[config.mk]
export PLATFORM = sky130hd
export DESIGN_NAME = branch_redirect_ctrl_flat
export DESIGN_NICKNAME = d
export VERILOG_FILES = /design/src/rtl/branch_redirect_ctrl_if.sv /design/src/rtl/branch_redirect_ctrl.sv /design/src/flat_wrapper.sv
export SDC_FILE = /design/constraint.sdc
export NUM_CORES = 1
export LEC_CHECK = 0
export BUFFER_PORTS_ARGS = -buffer_cell sky130_fd_sc_hd__clkbuf_2
export CAP_MARGIN = 20
export CORE_MARGIN = 1
export CORE_UTILIZATION = 31
export DETAILED_ROUTE_END_ITERATION = 10
export MAX_ROUTING_LAYER = met4
export SYNTH_ARGS = -nofsm -noshare
export SYNTH_HDL_FRONTEND = slang
export SYNTH_SLANG_ARGS = --single-unit
[constraint.sdc]
create_clock -name clk -period 2.01 [get_ports clk]
set_clock_uncertainty 0.05 [all_clocks]
set_input_delay 0.1005 -clock clk [delete_from_list [all_inputs] [get_ports clk]]
set_output_delay 0.1005 -clock clk [all_outputs]
set_load 0.05 [all_outputs]
[src/rtl/branch_redirect_ctrl_if.sv]
// Redirect request bus from the branch redirect controller to fetch/PC-select.
// The master drives a valid/pc pair and holds it until the slave asserts ready.
interface branch_redirect_ctrl_if #(
  parameter int unsigned XLEN = 32
) ();

  logic            redir_valid;
  logic [XLEN-1:0] redir_pc;
  logic            redir_ready;

  modport master (
    output redir_valid,
    output redir_pc,
    input  redir_ready
  );

  modport slave (
    input  redir_valid,
    input  redir_pc,
    output redir_ready
  );

endinterface

[src/rtl/branch_redirect_ctrl.sv]
// Branch redirect controller: takes a resolved EX-stage branch, issues a valid/ready
// redirect to fetch, flushes IF/ID while the redirect and its shadow drain, and stalls EX
// while busy. Taken branches to a misaligned target raise a one-cycle exception instead.
// Optional statistics counters are built when BRANCH_STATS_EN is defined.
module branch_redirect_ctrl #(
  parameter int unsigned XLEN         = 32,
  parameter int unsigned FLUSH_CYCLES = 2,
  parameter int unsigned CNT_W        = 32
) (
  input  logic                   clk,
  input  logic                   rst_n,
  input  logic                   ex_valid,
  input  logic                   ex_is_branch,
  input  logic                   ex_taken,
  input  logic [XLEN-1:0]        ex_target,
  output logic                   ex_ready,
  output logic                   stall_ex,
  branch_redirect_ctrl_if.master redir,
  output logic                   flush_if,
  output logic                   flush_id,
  output logic                   misalign_exc,
  output logic [CNT_W-1:0]       branch_cnt,
  output logic [CNT_W-1:0]       taken_cnt
);

  typedef enum logic [1:0] {
    StIdle     = 2'd0,
    StRedirect = 2'd1,
    StFlush    = 2'd2
  } state_e;

  state_e          state_q, state_d;
  logic [3:0]      cnt_q, cnt_d;
  logic [XLEN-1:0] pc_q, pc_d;
  logic            redir_valid_q, redir_valid_d;
  logic            flush_q, flush_d;
  logic            misalign_q, misalign_d;

  logic accept;
  logic aligned;

  assign ex_ready = (state_q == StIdle);
  assign stall_ex = ex_valid & ~ex_ready;
  assign accept   = ex_valid & ex_is_branch & ex_ready;
  assign aligned  = (ex_target[1:0] == 2'b00);

  // Next-state logic; registered outputs are decoded from the next state so they
  // line up with the state they describe.
  always_comb begin
    state_d    = state_q;
    cnt_d      = cnt_q;
    pc_d       = pc_q;
    misalign_d = accept & ex_taken & ~aligned;
    unique case (state_q)
      StIdle: begin
        if (accept && ex_taken && aligned) begin
          pc_d    = ex_target;
          state_d = StRedirect;
        end
      end
      StRedirect: begin
        // redir_valid is high throughout this state, so ready alone completes it.
        if (redir.redir_ready) begin
          if (FLUSH_CYCLES == 0) begin
            state_d = StIdle;
          end else begin
            state_d = StFlush;
            cnt_d   = 4'(FLUSH_CYCLES);
          end
        end
      end
      StFlush: begin
        if (cnt_q <= 4'd1) begin
          state_d = StIdle;
        end else begin
          cnt_d = cnt_q - 4'd1;
        end
      end
      default: state_d = StIdle;
    endcase
    redir_valid_d = (state_d == StRedirect);
    flush_d       = (state_d != StIdle);
  end

  // State and registered outputs; reset abandons any redirect or flush in progress.
  always_ff @(posedge clk or negedge rst_n) begin
    if (!rst_n) begin
      state_q       <= StIdle;
      cnt_q         <= 4'd0;
      pc_q          <= '0;
      redir_valid_q <= 1'b0;
      flush_q       <= 1'b0;
      misalign_q    <= 1'b0;
    end else begin
      state_q       <= state_d;
      cnt_q         <= cnt_d;
      pc_q          <= pc_d;
      redir_valid_q <= redir_valid_d;
      flush_q       <= flush_d;
      misalign_q    <= misalign_d;
    end
  end

  assign redir.redir_valid = redir_valid_q;
  assign redir.redir_pc    = pc_q;
  assign flush_if          = flush_q;
  assign flush_id          = flush_q;
  assign misalign_exc      = misalign_q;

`ifdef BRANCH_STATS_EN
  logic [CNT_W-1:0] branch_cnt_q, branch_cnt_d;
  logic [CNT_W-1:0] taken_cnt_q, taken_cnt_d;

  // Saturating statistics counters.
  always_comb begin
    branch_cnt_d = branch_cnt_q;
    taken_cnt_d  = taken_cnt_q;
    if (accept && (branch_cnt_q != '1)) begin
      branch_cnt_d = branch_cnt_q + CNT_W'(1);
    end
    if (accept && ex_taken && aligned && (taken_cnt_q != '1)) begin
      taken_cnt_d = taken_cnt_q + CNT_W'(1);
    end
  end

  // Counter registers.
  always_ff @(posedge clk or negedge rst_n) begin
    if (!rst_n) begin
      branch_cnt_q <= '0;
      taken_cnt_q  <= '0;
    end else begin
      branch_cnt_q <= branch_cnt_d;
      taken_cnt_q  <= taken_cnt_d;
    end
  end

  assign branch_cnt = branch_cnt_q;
  assign taken_cnt  = taken_cnt_q;
`else
  assign branch_cnt = '0;
  assign taken_cnt  = '0;
`endif

endmodule

[src/flat_wrapper.sv]
// flat-port wrapper written by rule: the top's interface ports become plain ports
module branch_redirect_ctrl_flat 
#(
  parameter int unsigned XLEN         = 32,
  parameter int unsigned FLUSH_CYCLES = 2,
  parameter int unsigned CNT_W        = 32
)
  (clk, rst_n, ex_valid, ex_is_branch, ex_taken, ex_target, ex_ready, stall_ex, flush_if, flush_id, misalign_exc, branch_cnt, taken_cnt, redir_redir_valid, redir_redir_pc, redir_redir_ready);
  branch_redirect_ctrl_if #(.XLEN(XLEN)) redir_i ();
  input  logic clk;
  input  logic rst_n;
  input  logic ex_valid;
  input  logic ex_is_branch;
  input  logic ex_taken;
  input  logic [XLEN-1:0] ex_target;
  output logic ex_ready;
  output logic stall_ex;
  output logic flush_if;
  output logic flush_id;
  output logic misalign_exc;
  output logic [CNT_W-1:0] branch_cnt;
  output logic [CNT_W-1:0] taken_cnt;
  output wire logic [$bits(redir_i.redir_valid)-1:0] redir_redir_valid;
  output wire logic [$bits(redir_i.redir_pc)-1:0] redir_redir_pc;
  input wire logic [$bits(redir_i.redir_ready)-1:0] redir_redir_ready;
  assign redir_redir_valid = redir_i.redir_valid;
  assign redir_redir_pc = redir_i.redir_pc;
  assign redir_i.redir_ready = redir_redir_ready;
  branch_redirect_ctrl #(.XLEN(XLEN), .FLUSH_CYCLES(FLUSH_CYCLES), .CNT_W(CNT_W)) u_core (.clk(clk), .rst_n(rst_n), .ex_valid(ex_valid), .ex_is_branch(ex_is_branch), .ex_taken(ex_taken), .ex_target(ex_target), .ex_ready(ex_ready), .stall_ex(stall_ex), .redir(redir_i), .flush_if(flush_if), .flush_id(flush_id), .misalign_exc(misalign_exc), .branch_cnt(branch_cnt), .taken_cnt(taken_cnt));
endmodule
==> impl_metrics.env, run 1 <==
export IMPL_avgSynthCellArea_sq_um=12.5
export IMPL_num_rows=30
export IMPL_fin_crit_sh=0.809
export IMPL_clockBufferDepth=2
export IMPL_grt_busiest_layer="met2"
export IMPL_cts_tree="done"
export IMPL_yosysTopAreaCellShare=0.455
export IMPL_hold_buffers=27
export IMPL_synth_commonest_cells="65 x buf_4, 41 x dfrtp_1, 25 x mux2_4"
export IMPL_fmax_mhz=615
export IMPL_met3_usage=0.0360
export IMPL_final_cells=385
export IMPL_cp_data_arrival_time_ps=1750
export IMPL_start_kind="flip-flop"
export IMPL_grt_max_degree=27
export IMPL_clk_latency_ps=290
export IMPL_finalHoldViolations=0
export IMPL_fin_tns_setup_ps=0
export IMPL_synth_cell_types=29
export IMPL_drc_errors=0
export IMPL_min_period_ps=1630
export IMPL_drive_gt1_frac=0.408
export IMPL_grtUsageMet1=0.116
export IMPL_vias_per_cell=3.84
export IMPL_synthSimpleGateAreaFrac=0.0593
export IMPL_grt_total_usage=0.114
export IMPL_first_iter_violations=29
export IMPL_synthAdderAreaFrac=0.0111
export IMPL_root_buffer="clkbuf_8"
export IMPL_synth_cell_area_sq_mm=0.00226
export IMPL_firstDrtPassIters=4
export IMPL_max_cap_violations=0
export IMPL_synthArstFlopShare=1.00
export IMPL_yosys_area_top_type="dfrtp_1"
export IMPL_num_io_pins=140
export IMPL_rsz0062_at_grt="false"
export IMPL_endpoint_kind="flip-flop"
export IMPL_htreeDepth=2
export IMPL_layout_setup_ws_ps=384
export IMPL_synthMuxAreaShare=0.200
export IMPL_ant_nets=0
export IMPL_dieArea_sq_mm=0.00763
export IMPL_holdPathStages=2
export IMPL_cts_buffers=5
export IMPL_synth_cells=180
export IMPL_synth_compound_area_frac=0.0371
export IMPL_path_max_fanout=3
export IMPL_yosys_warnings=0
export IMPL_yosys_most_used_dff="dfrtp_1"
export IMPL_power_density_mw_per_mm2=1290
export IMPL_grt_ovfl_total=0
export IMPL_dp_cells=349
export IMPL_r2r_end="u_core.cnt_q[1]"
export IMPL_reg2reg_slack_ps=380
export IMPL_num_vias=1477
export IMPL_yosysSeqAreaShare=0.455
export IMPL_globalRouteMet2Util=0.204
export IMPL_hold_path_end="u_core.redir.redir_valid"
export IMPL_synth_edff_count=0
export IMPL_crit_type="reg2reg"
export IMPL_vdd_drop_max_uv=385
export IMPL_antennaDiodeCount=0
export IMPL_synth_most_common_cell="buf_4"
export IMPL_synth_seq_cells=41
export IMPL_numPortBuffers=75
export IMPL_wl_per_cell_microns=11.3
export IMPL_path_clk_slew_ps=80
export IMPL_hp_start="redir_redir_ready"
export IMPL_slew_viol_final=0
export IMPL_relSlewSlack=0.626
export IMPL_critical_path_required_ps=2140
export IMPL_hold_class="in2reg"
export IMPL_wl_microns=4360
export IMPL_final_nets=329
export IMPL_synth_area_leaders="dfrtp_1 45%, buf_4 22%, mux2_4 17%"
export IMPL_hpwlAfterDp_microns=3130
export IMPL_ctsResizeCount=0
export IMPL_dp_slack_ps=399
export IMPL_antenna_found_initial=0
export IMPL_areaGrowthSynthToFinish_pct=29.0
export IMPL_synth_top_family_by_area="buffers and inverters"
export IMPL_coreArea_sq_mm=0.00691
export IMPL_die_h_microns=87.3
export IMPL_worstMarginPinSlew_ps=557
export IMPL_status="finished clean"
export IMPL_finalSetupViolations=0
export IMPL_gp_congestion=0.742
export IMPL_grt_first_pass_wirelength_microns=6470
export IMPL_total_leakage_power_nw=1.62
export IMPL_clock_sinks=41
export IMPL_grt_pass1_vias=1359
export IMPL_synth_xor_area_share=0
export IMPL_r2r_cells=5
export IMPL_timing_rr_start="u_core.cnt_q[1]"
export IMPL_n_fill_cell=639
export IMPL_dieWidth_microns=87.3
export IMPL_initial_core_util=0.327
export IMPL_postCtsSetupBuffers=0
==> logic make-up after synthesis <==
group,after synthesis
AOI/OAI and AO/OA,12
adders and majority gates,2
buffers and inverters,71
DFF,41
muxes,32
other,1
and+or+nand+nor,21
==> worst max-delay path, stage by stage, from the launching register on <==
cell     delay (ps)
dfrtp_1         410
inv_1           110
ha_1            200
nor2_1           60
or3_1           360
a221o_1         330
==> power breakdown <==
part	switching (mW)	internal, mW	total (mW)
combinational	1.35	0.532	1.88
clock	0.272	0.361	0.633
sequential	0.167	1.07	1.24
==> metal layers <==
metal  share of wire  vias to the layer above  routed length (microns)
met2            0.49                       94                     2150
met1            0.40                      687                     1740
met3            0.10                        4                      440
met4          0.0094                        0                       41
met5               0                        -                        0
li1                -                      692                        -
==> area by class of cell <==
cell class | instances | area, sq um | share of cell area
well taps | 96 | 120 | 0.0412
clock buffers | 5 | 68.8 | 0.0236
clock inverters | 2 | 35.0 | 0.0120
flip-flops and latches | 41 | 1030 | 0.352
multi-input cells | 131 | 935 | 0.321
inverters | 2 | 7.51 | 0.00258
repair buffers | 108 | 721 | 0.247
==> worst max-delay path by stage <==
stage,depth (start not counted),start,to
floorplan,4,u_core.state_q[1],u_core.redir.redir_pc[10]
global placement,4,u_core.state_q[1],u_core.redir.redir_pc[10]
detailed placement,5,u_core.cnt_q[0],u_core.cnt_q[1]
CTS,5,u_core.cnt_q[1],u_core.cnt_q[0]
global route,5,u_core.cnt_q[1],u_core.cnt_q[0]
finish,5,u_core.cnt_q[1],u_core.cnt_q[1]
==> flip-flops by register name, summed over array words and instances, names as in the netlist <==
| name | count |
|---|---|
| u_core.flush_id | 1 |
| u_core.redir.redir_pc | 32 |
| u_core.misalign_exc | 1 |
| u_core.state_q | 2 |
| u_core.cnt_q | 4 |
| u_core.redir.redir_valid | 1 |
==> per-stage QoR <==
stage	area, sq um	hold slack [ps]	total power, mW	util
6_report	2910	8.87	3.75	0.422
5_1_grt	2910	3.12	3.94	0.422
4_1_cts	2890	0.199	3.78	0.419
3_5_place_dp	2520	12.9	3.09	0.365
3_3_place_gp	2520	17.1	3.05	0.365
2_1_floorplan	2490	-245	2.81	-
==> cells in the final DEF (no fill, tap or decap) <==
| master | count |
|---|---|
| clkbuf_2 | 75 |
| conb_1 | 64 |
| dfrtp_1 | 41 |
| dlygate4sd3_1 | 29 |
| mux2_4 | 25 |
| mux2_2 | 5 |
| clkbuf_8 | 5 |
| nor2_1 | 4 |
| nor2b_1 | 4 |
| o21ai_0 | 3 |
| and2_1 | 3 |
| inv_1 | 2 |
| nand2_1 | 2 |
| nand2b_1 | 2 |
| mux2i_1 | 2 |
| a21oi_1 | 2 |
| a21boi_0 | 2 |
| ha_1 | 2 |
| buf_12 | 2 |
| buf_4 | 2 |
| nor2_4 | 1 |
| o31ai_1 | 1 |
| and3_1 | 1 |
| nand3_4 | 1 |
| o211ai_1 | 1 |
| or3_1 | 1 |
| nor4b_1 | 1 |
| a32o_1 | 1 |
| nand3_1 | 1 |
| a221o_1 | 1 |
| a221oi_1 | 1 |
| clkinv_2 | 1 |
| bufinv_16 | 1 |
No activity file was read; power rests on OpenSTA's default activity.
==> run 2: changes to the inputs <==
==> constraint.sdc (replaced) <==
create_clock -name clk -period 1.37 [get_ports clk]
set_clock_uncertainty 0.05 [all_clocks]
set_input_delay 0.0685 -clock clk [delete_from_list [all_inputs] [get_ports clk]]
set_output_delay 0.0685 -clock clk [all_outputs]
set_load 0.05 [all_outputs]
==> impl_metrics.env, run 2 (same netlist as run 1, synthesis figures left out) <==
export IMPL_n_fill_cell=651
export IMPL_first_iter_violations=31
export IMPL_endpoint_kind="flip-flop"
export IMPL_path_clk_slew_ps=80
export IMPL_layout_setup_ws_ps=-134
export IMPL_hpwlAfterDp_microns=3130
export IMPL_cts_tree="done"
export IMPL_largest_register_ffs=32
export IMPL_grt_max_degree=20
export IMPL_timing_rr_start="u_core.cnt_q[1]"
export IMPL_fin_crit_sh=1.10
export IMPL_final_cells=403
export IMPL_dieArea_sq_mm=0.00763
export IMPL_reg2reg_slack_ps=-130
export IMPL_antenna_found_initial=0
export IMPL_crit_type="reg2reg"
export IMPL_fin_tns_setup_ps=-707
export IMPL_cp_data_arrival_time_ps=1630
export IMPL_total_leakage_power_nw=1.71
export IMPL_clockBufferDepth=2
export IMPL_slew_viol_final=0
export IMPL_status="complete, but fails checks"
export IMPL_power_density_mw_per_mm2=1900
export IMPL_path_cells="inv_2 > ha_2 > nor2_2 > or3_4 > a221o_1"
export IMPL_vdd_drop_max_uv=629
export IMPL_hold_ws_ps=118
export IMPL_wl_per_cell_microns=11.5
export IMPL_final_cell_mix="73 x clkbuf_2, 64 x conb_1, 40 x dfrtp_1"
export IMPL_clock_sinks=41
export IMPL_r2r_end="u_core.cnt_q[1]"
export IMPL_num_io_pins=140
export IMPL_dieWidth_microns=87.3
export IMPL_min_period_ps=1500
export IMPL_numPortBuffers=75
export IMPL_fmax_mhz=665
export IMPL_finalHoldViolations=0
export IMPL_max_cap_violations=0
export IMPL_final_nets=346
export IMPL_gp_congestion=0.825
export IMPL_clk_latency_ps=290
export IMPL_initial_core_util=0.327
export IMPL_cts_buffers=5
export IMPL_dp_cells=358
export IMPL_worst_path_largest_cell_delay_ps=390
export IMPL_r2r_cells=5
export IMPL_wl_microns=4640
export IMPL_cp_startpoint="u_core.cnt_q[1]"
export IMPL_root_buffer="clkbuf_8"
export IMPL_areaGrowthSynthToFinish_pct=39.2
export IMPL_grt_total_usage=0.122
export IMPL_finalSetupViolations=26
export IMPL_grt_ovfl_total=0
export IMPL_violations="negative setup slack"
export IMPL_drc_errors=0
export IMPL_num_rows=30
export IMPL_ant_nets=0
export IMPL_endpoint="u_core.cnt_q[1]"
export IMPL_hold_class="in2reg"
export IMPL_die_h_microns=87.3
export IMPL_grt_pass1_vias=1443
export IMPL_critical_path_required_ps=1500
export IMPL_coreArea_sq_mm=0.00691
export IMPL_firstDrtPassIters=3
export IMPL_path_max_fanout=3
export IMPL_start_kind="flip-flop"
export IMPL_antennaDiodeCount=0
export IMPL_total_power_mw=5.97
export IMPL_htreeDepth=2
export IMPL_grt_first_pass_wirelength_microns=6740
export IMPL_final_common_cell="clkbuf_2"
export IMPL_rsz0062_at_grt="true"
export IMPL_vias_per_cell=3.85
export IMPL_crit_path_top_delay_cell="dfrtp_1"
export IMPL_num_vias=1551
export IMPL_drive_gt1_frac=0.463
[run 2: cell count changes in the layout (fill, tap and decap cells not counted), moves of 2 or more]
cell / delta
inv_2: +2
buf_4: +11
dlygate4sd3_1: +4
inv_1: -2
ha_1: -2
clkbuf_2: -2
buf_6: +2
[run 2: metrics by stage]
step,setup slack [ps],cell area [sq um],utilization
detailed placement,-150,2620,0.380
CTS,-129,3110,0.451
finish,-134,3140,0.455
global route,-200,3140,0.455
floorplan,-242,2520,-
global placement,-114,2620,0.380
[run 2: power by group]
part	internal, mW	switching [mW]
clock	0.594	0.416
combinational	1.04	2.10
sequential	1.57	0.241
total	3.21	2.76
[run 2: routing by layer]
| metal | up-vias | global-route usage | share of wire |
|---|---|---|---|
| met3 | 5 | 0.0351 | 0.086 |
| li1 | 720 | - | - |
| met4 | 0 | 0.0507 | 0.011 |
| met2 | 87 | 0.216 | 0.50 |
| met5 | - | - | 0 |
| met1 | 739 | 0.126 | 0.41 |
[run 2: final cells by class]
class                           instances  area (sq um)  area share
Clock inverter                          1          30.0     0.00956
Timing Repair Buffer                  125           891       0.284
Sequential cell                        41          1030       0.327
Tap cell                               96           120      0.0382
Multi-Input combinational cell        131           980       0.312
Clock buffer                            7          86.3      0.0275
Inverter                                2          7.51     0.00239
[run 2: timing repair]
| action | in CTS | in global routing |
|---|---|---|
| endpoints found under the setup margin | 31 | 30 |
| hold endpoints to repair | 61 | 0 |
| pin swaps | 2 | 1 |
| buffers inserted | 3 | 1 |
| gates resized for setup | 5 | 8 |
| hold buffers | 33 | 0 |
[run 2: worst min path at each step]
| stage | end | cells past startpoint | startpoint | slack [ps] |
|---|---|---|---|---|
| 2_1_floorplan | u_core.cnt_q[0] | 0 | rst_n | -280 |
| 3_3_place_gp | u_core.redir.redir_pc[4] | 1 | rst_n | -20 |
| 3_5_place_dp | u_core.redir.redir_pc[4] | 1 | rst_n | -20 |
| 4_1_cts | u_core.misalign_exc | 4 | ex_is_branch | 100 |
| 5_1_grt | u_core.misalign_exc | 4 | ex_is_branch | 120 |
| 6_report | u_core.misalign_exc | 4 | ex_is_branch | 120 |
[run 2: worst max-delay path, delay by kind of cell, from the launching register on]
family                     cells  cell delay [ps]
buffers and inverters          1               90
DFF                            1              390
AOI/OAI and AO/OA              1              300
adders and majority gates      1              180
and+or+nand+nor                2              390
